`config.mk`:
```
export PLATFORM = sky130hd
export DESIGN_NAME = vga_timing_gen
export DESIGN_NICKNAME = d
export VERILOG_FILES = /design/src/rtl/vga_timing_gen.sv
export SDC_FILE = /design/constraint.sdc
export NUM_CORES = 1
export LEC_CHECK = 0
export CAP_MARGIN = 0
export CORE_MARGIN = 2
export CORE_UTILIZATION = 51
export DETAILED_ROUTE_END_ITERATION = 16
export PLACE_DENSITY = 0.81
export SLEW_MARGIN = 15
export SYNTH_ARGS = -nofsm -noshare
export SYNTH_HDL_FRONTEND = slang
export SYNTH_SLANG_ARGS = --single-unit
```
`constraint.sdc`:
```
create_clock -name clk -period 3.2 [get_ports clk]
set_clock_uncertainty 0.2 [all_clocks]
set_input_delay 0.64 -clock clk [delete_from_list [all_inputs] [get_ports clk]]
set_output_delay 0.64 -clock clk [all_outputs]
set_load 0.03 [all_outputs]
```
`src/rtl/vga_timing_gen.sv`:
```
// Parametrised VGA raster timing generator with pixel-rate enable and registered outputs.
// Optional status outputs (vblank, frame_cnt) are enabled by defining VGA_TIMING_STATUS_EN.
//
// state     | meaning
// ACTIVE    | counter is inside the visible region
// FP        | counter is in the front porch
// SYNC      | counter is in the sync pulse
// BP        | counter is in the back porch
module vga_timing_gen #(
  parameter int H_ACTIVE = 640,
  parameter int H_FP     = 16,
  parameter int H_SYNC   = 96,
  parameter int H_BP     = 48,
  parameter int V_ACTIVE = 480,
  parameter int V_FP     = 10,
  parameter int V_SYNC   = 2,
  parameter int V_BP     = 33,
  parameter bit HS_POL   = 1'b0,
  parameter bit VS_POL   = 1'b0,
  parameter int XW       = 11,
  parameter int YW       = 10
) (
  input  logic          clk,
  input  logic          rst,
  input  logic          pix_en,
  output logic          hsync,
  output logic          vsync,
  output logic          de,
  output logic [XW-1:0] x,
  output logic [YW-1:0] y,
  output logic          line_start,
  output logic          frame_start
`ifdef VGA_TIMING_STATUS_EN
  ,
  output logic          vblank,
  output logic [15:0]   frame_cnt
`endif
);

  localparam int H_TOTAL = H_ACTIVE + H_FP + H_SYNC + H_BP;
  localparam int V_TOTAL = V_ACTIVE + V_FP + V_SYNC + V_BP;

  localparam logic [XW-1:0] H_LAST       = XW'(H_TOTAL - 1);
  localparam logic [XW-1:0] H_FP_START   = XW'(H_ACTIVE);
  localparam logic [XW-1:0] H_SYNC_START = XW'(H_ACTIVE + H_FP);
  localparam logic [XW-1:0] H_BP_START   = XW'(H_ACTIVE + H_FP + H_SYNC);
  localparam logic [YW-1:0] V_LAST       = YW'(V_TOTAL - 1);
  localparam logic [YW-1:0] V_FP_START   = YW'(V_ACTIVE);
  localparam logic [YW-1:0] V_SYNC_START = YW'(V_ACTIVE + V_FP);
  localparam logic [YW-1:0] V_BP_START   = YW'(V_ACTIVE + V_FP + V_SYNC);

  typedef enum logic [1:0] {
    PH_ACTIVE = 2'd0,
    PH_FP     = 2'd1,
    PH_SYNC   = 2'd2,
    PH_BP     = 2'd3
  } phaseT;

  logic [XW-1:0] h, hNext;
  logic [YW-1:0] v, vNext;
  logic          hWrap, vWrap;
  phaseT         hState, hStateNext, vState, vStateNext;

  assign hWrap = (h == H_LAST);
  assign vWrap = (v == V_LAST);
  assign hNext = hWrap ? '0 : h + XW'(1);
  assign vNext = hWrap ? (vWrap ? '0 : v + YW'(1)) : v;

  always_ff @(posedge clk) begin
    if (rst) begin
      h      <= '0;
      v      <= '0;
      hState <= PH_ACTIVE;
      vState <= PH_ACTIVE;
    end else if (pix_en) begin
      h      <= hNext;
      v      <= vNext;
      hState <= hStateNext;
      vState <= vStateNext;
    end
  end

  // Phase changes happen on the counter value entering a region; wrap to 0 always
  // re-enters ACTIVE, which also covers a zero-length back porch.
  always_comb begin
    hStateNext = hState;
    if (hNext == '0) begin
      hStateNext = PH_ACTIVE;
    end else begin
      unique case (hState)
        PH_ACTIVE: if (hNext == H_FP_START)   hStateNext = (H_FP > 0) ? PH_FP : PH_SYNC;
        PH_FP:     if (hNext == H_SYNC_START) hStateNext = PH_SYNC;
        PH_SYNC:   if (hNext == H_BP_START)   hStateNext = PH_BP;
        PH_BP:     hStateNext = PH_BP;
        default:   hStateNext = PH_ACTIVE;
      endcase
    end
  end

  always_comb begin
    vStateNext = vState;
    if (hWrap) begin
      if (vNext == '0) begin
        vStateNext = PH_ACTIVE;
      end else begin
        unique case (vState)
          PH_ACTIVE: if (vNext == V_FP_START)   vStateNext = (V_FP > 0) ? PH_FP : PH_SYNC;
          PH_FP:     if (vNext == V_SYNC_START) vStateNext = PH_SYNC;
          PH_SYNC:   if (vNext == V_BP_START)   vStateNext = PH_BP;
          PH_BP:     vStateNext = PH_BP;
          default:   vStateNext = PH_ACTIVE;
        endcase
      end
    end
  end

  // Outputs decode the pre-increment counters, so they trail h/v by one enabled pixel.
  always_ff @(posedge clk) begin
    if (rst) begin
      hsync       <= ~HS_POL;
      vsync       <= ~VS_POL;
      de          <= 1'b0;
      x           <= '0;
      y           <= '0;
      line_start  <= 1'b0;
      frame_start <= 1'b0;
    end else begin
      line_start  <= 1'b0;
      frame_start <= 1'b0;
      if (pix_en) begin
        hsync       <= (hState == PH_SYNC) ? HS_POL : ~HS_POL;
        vsync       <= (vState == PH_SYNC) ? VS_POL : ~VS_POL;
        de          <= (hState == PH_ACTIVE) && (vState == PH_ACTIVE);
        x           <= h;
        y           <= v;
        line_start  <= (h == '0);
        frame_start <= (h == '0) && (v == '0);
      end
    end
  end

`ifdef VGA_TIMING_STATUS_EN
  logic firstFrameSeen;

  // The first frame after reset is frame 0; the count only advances on later frame starts.
  always_ff @(posedge clk) begin
    if (rst) begin
      vblank         <= 1'b0;
      frame_cnt      <= '0;
      firstFrameSeen <= 1'b0;
    end else if (pix_en) begin
      vblank <= (vState != PH_ACTIVE);
      if ((h == '0) && (v == '0)) begin
        if (firstFrameSeen) frame_cnt <= frame_cnt + 16'd1;
        firstFrameSeen <= 1'b1;
      end
    end
  end
`endif

endmodule

```
== Word level (Yosys, flattened, before mapping) ==
Index checks and enable logic that the tools add are counted.
W data, S select, Z words.

* Bits in registers: 51
* ROM bits: 0
* Input bits: 3
* Logic and storage cells: 60
* Output and inout port bits: 26
* Latch bits: 0
* Bits in writable memories: 0
* Memories: 0

* Shifts and indexed selects: 0
* Add/subtract/negate cells: 2
* Equal/unequal tests: 20
* Divide/modulo/power cells: 0
* $lt $le $gt $ge: 0
* Mux-type cells: 15
* Reductions and logical operators: 11
* Bitwise operators: 1
* $mul: 0

{| class="wikitable"
|+ Operators by type and width
! cell !! number
|-
| $eq A11 B10 Y1 const B || 4
|-
| $eq A10 B9 Y1 const B || 3
|-
| $logic_not A11 Y1 || 2
|-
| $logic_not A10 Y1 || 2
|-
| $mux W10 || 2
|-
| $ne A3 B3 Y1 const B || 6
|-
| $mux W2 || 8
|-
| $pmux W2 S4 || 2
|-
| $add A11 B1 Y11 const B || 1
|-
| $mux W11 || 1
|-
| $add A10 B1 Y10 const B || 1
|-
| $eq A10 B10 Y1 const B || 1
|-
| $eq A2 B2 Y1 const B || 4
|-
| $reduce_and A5 Y1 || 1
|-
| $eq A2 B1 Y1 const B || 2
|-
| $logic_not A2 Y1 || 2
|-
| $reduce_and A4 Y1 || 1
|-
| $logic_and A1 B1 Y1 || 2
|-
| $mux W1 || 2
|-
| $reduce_or A2 Y1 || 1
|-
| $not A1 Y1 || 1
|}

== Logic depth before layout (Yosys ltp) ==
* Depth after elaboration: 7
* Gate-level depth with buffers: 12
* Gate-level depth less buffers: 10

== Worst setup path before layout ==
OpenSTA, ideal clock, no wires.

* Path type: reg-to-reg
* Start: reg v[0]
* End: reg vState[0]
* Cell stages (with the launch flop): 13
* Data arrival time: 2.980 ns
* Clock period less this slack: 3.253 ns
* Path buffers: 2
* Library setup time: 0.073 ns
* Data required time: 2.927 ns
* Slack: -0.053 ns
* Cell sequence: dfxtp_1 buf_2 inv_1 ha_1 and4bb_1 and4_1 clkbuf_1 nor4_1 a311oi_1 or4_4 o41a_1 or4_1 o211ai_2

* Cells in the longest elaborated chain, start to end: 6
* Elaborated cells on any way between the ends: 13
* Those cells by class: add/sub (1); eq/ne (7); mux (3); reduce/logical (2)

{| class="wikitable"
|+ RTL lines
! element !! RTL line !! RTL
|-
| start: declaration || 60 || <nowiki>logic [YW-1:0] v, vNext;</nowiki>
|-
| start signal: assignment || 77 || <nowiki>v <= vNext;</nowiki>
|-
| $add A10 B1 Y10 or $eq A10 B10 Y1 (tied branches) || 67, 65 ||
|-
| $mux W10 || 67 || <nowiki>assign vNext = hWrap ? (vWrap ? '0 : v + YW'(1)) : v;</nowiki>
|-
| $mux W10 (*) || 67 ||
|-
| $eq A10 B9 Y1, or another cell as far along || 109 || <nowiki>PH_SYNC: if (vNext == V_BP_START) vStateNext = PH_BP;</nowiki>
|-
| $ne A3 B3 Y1 (no source line) || n/a ||
|-
| $reduce_and A5 Y1 (no source line) || n/a ||
|-
| end signal: assignment || 79 || <nowiki>vState <= vStateNext;</nowiki>
|-
| end: declaration || 62 || <nowiki>phaseT hState, hStateNext, vState, vStateNext;</nowiki>
|}

Mark *: on every way between the ends. The rest lies on a longest branch, timed or not.
A chain may end at the register's enable or synchronous reset.

== Worst setup path in the final report ==
* Start: reg h[5]
* End: reg vState[0]

* Cells in the longest elaborated chain, start to end: 5
* Elaborated cells on any way between the ends: 11
* Those cells by class: eq/ne (7); mux (2); reduce/logical (2)

{| class="wikitable"
|+ RTL lines
! element !! RTL line !! RTL
|-
| start: declaration || 59 || <nowiki>logic [XW-1:0] h, hNext;</nowiki>
|-
| start signal: assignment || 76 || <nowiki>h <= hNext;</nowiki>
|-
| $eq A11 B10 Y1 (*) || 64 || <nowiki>assign hWrap = (h == H_LAST);</nowiki>
|-
| $mux W10 || 67 ||
|-
| $eq A10 B9 Y1, or another cell as far along || 109 ||
|-
| $ne A3 B3 Y1 (no source line) || n/a ||
|-
| $reduce_and A5 Y1 (no source line) || n/a ||
|}

Marked as above.

==> metrics.csv <==
stage;metric;value;unit
drt;DR DRC count;0;
yosys;Post-synth EDFFs;0;
power;worst vdd ir;0.212;mV
yosys;area leader, netlist;dfxtp_1;
floorplan;IO Pins;29;
timing;RSZ-0062 raised after global routing;yes;
worst_setup_path;WP data arrival;3.19;ns
clocking;hold_buf cts;0;
worst_hold_path;hold crit path type;reg2reg;
global_routing;initial antenna violation count;0;
cells_and_area;Final Instance Area;3570;sq um
timing;worst slew pin tran;0.901;ns
yosys;Post-synth top cells;57 x nor2_1, 51 x dfxtp_1, 27 x mux2i_1, 22 x clkbuf_1, 22 x nand2_1;
power;P_leak;1.37;nW
outcome;status;completed;
yosys;Yosys Warn Count;0;
floorplan;row count;27;
clocking;clk slew on worst S/H paths;0.09;ns
yosys;sequential area share after synthesis;35.9;%
timing;Fin. Hold Viols;0;
clocking;H-tree depth;2;
global_routing;GR Overflow Total;0;
drt;vias;2732;
timing;total negative slack;0;ns
global_routing;largest net degree at the start of global routing;54;
drt;Wirelength per Cell;15.5;um
drt;1st-iter DRT viols;310;
worst_setup_path;Worst Path Max Fanout;4;
worst_setup_path;Crit Path Class;reg2reg;
cells_and_area;# diodes;0;
yosys;Synth Instances;352;
power;pwr dens;334;nW/um^2
drt;First-pass DRT Iterations;5;
worst_setup_path;Worst EP required;3.23;ns
floorplan;starting density of the core;52.3;%
drt;post-route ant nets;0;
floorplan;Die Ht;78.7;um
global_routing;first-pass GRT wire length;12000;um
timing;max-slew violations;0;
yosys;synth top area cells;dfxtp_1 36%, mux2i_1 9.5%, nor2_1 7.5%;
drt;drt via density;5.78;
timing;Slew HR;40.0;%
timing;final setup fails;0;
cells_and_area;fill cell count;460;
worst_setup_path;crit end category;flop;
place;DP Area;3420;sq um
yosys;Avg Cell Area, Syn;8.08;sq um
yosys;Mapped Area;2840;sq um
flow_run;MaxCap Viol Count;0;
clocking;clk buf depth;2;
cells_and_area;share of cells above drive strength 1;18.2;%
clocking;clk sinks;51;
yosys;Synth Flop Type;dfxtp_1;
yosys;fraction of synthesis flops using an asynchronous set or reset pin;0;%
worst_setup_path;startpoint class of the critical path;flop;
place;Buffers on Ports;28;
clocking;worst skew pair latency;0.30;ns
cells_and_area;Finished Core Util;65.6;%
drt;final WL;7330;um
timing;fmax;316;MHz
floorplan;Die W;78.7;um
timing;Tcrit/Tclk final;98.8;%
place;Final GP Congestion;0.963;
power;Power Total;1.19;mW
yosys;share of the synthesized area in the top cell type;35.9;%
timing;crit path time final;3.16;ns
place;final HPWL from detailed placement;5210;um
clocking;TritonCTS clock tree;built;
global_routing;All-Layer GR Usage;24.2;%
yosys;#FFs+latches synth;51;
global_routing;number of global-route vias before repair;2495;
clocking;cts bufs inserted;5;
floorplan;CORE AREA;5440;sq um
yosys;Syn Nets;359;
cells_and_area;nets;408;
yosys;Unique masters post-synth;56;
floorplan;die area;6190;sq um
yosys;most common cell in the netlist;nor2_1;
clocking;clock root buffer master;clkbuf_8;
cells_and_area;Area growth syn-to-layout;25.5;%
## cell type report
cell class | instances | area, sq um | area share [%]
clock buffer | 6 | 72.6 | 2.03
clock inverter | 1 | 30.0 | 0.842
tap | 72 | 90.1 | 2.52
timing repair buffer | 73 | 608 | 17.0
multi-input combinational | 261 | 1710 | 47.9
inverter | 9 | 33.8 | 0.947
sequential | 51 | 1020 | 28.7
## routing by layer
metal  vias up  wire (um)  global-route usage, %
li1       1371          -                      -
met1      1280       3590                   34.3
met2        75       3320                   37.5
met3         6        386                   5.63
met4         0         39                   5.26
met5         -          0                      0
## critical path, stage by stage, from the launching register on
cell      delay [ns]
dfxtp_2         0.34
or4_4           0.55
nor3_4          0.29
and3_4          0.24
o21ai_1         0.06
or4_4           0.53
o41a_1          0.32
or4_1           0.42
o211ai_2        0.15
## report_power, final
part | switching, mW | internal (mW) | leakage (nW)
combinational | 0.0655 | 0.0470 | 0.905
clock | 0.201 | 0.229 | 0.0513
sequential | 0.00582 | 0.644 | 0.414
## cell usage in the layout (no fill, tap or decap), types with 4 or more instances in the layout
master,Yosys,layout
nor3_1,7,6
a211oi_1,7,7
and3_1,9,8
nor4_1,6,4
mux2i_1,27,27
clkbuf_8,0,5
a21oi_1,17,17
clkdlybuf4s50_1,0,26
nor2_1,57,57
o21ai_0,13,12
dfxtp_1,51,48
inv_1,9,9
nand3b_1,4,4
xor2_1,5,5
nand2_1,22,22
nor4b_1,4,4
buf_4,0,45
a31oi_1,6,6
nand4_1,7,7
nand3_1,12,12
and4_1,4,4
## sequential cells by signal (all words and copies together), names as in the netlist
register / cells
de: 1
x: 11
v: 10
vState: 2
frame_start: 1
vsync: 1
hsync: 1
h: 11
hState: 2
line_start: 1
y: 10
## stage by stage
step                      instances  setup slack [ns]  hold WS, ns
after floorplan                 352            0.0356        0.315
after global placement          466            0.0643        0.262
after detailed placement        466            0.0125        0.277
after CTS                       473           0.00451        0.298
after global routing            473           -0.0398        0.329
final                           473            0.0398        0.291
## kinds of logic after synthesis
kind of cell    Yosys count  synth area share, %
simple gates            151                 28.3
flops                    51                 35.9
xor+xnor                  7                 2.16
fa+ha+maj                 4                 1.76
compound gates           72                 16.9
mux                      27                 9.51
buf+inv                  40                 5.55
## final timing paths
path	startpoint	end	slack [ns]	cells after the start
max reg2reg	h[5]	vState[0]	0.04	8
min	hsync	hsync	0.29	2
min reg2reg	hsync	hsync	0.29	2
max	h[5]	vState[0]	0.04	8
## repair_timing
item	4_1_cts	5_1_grt
pin swaps	1	4
setup buffers	0	0
endpoints found under the setup margin	1	2
gates resized for setup	1	11
(Power assumes the default switching activity.)
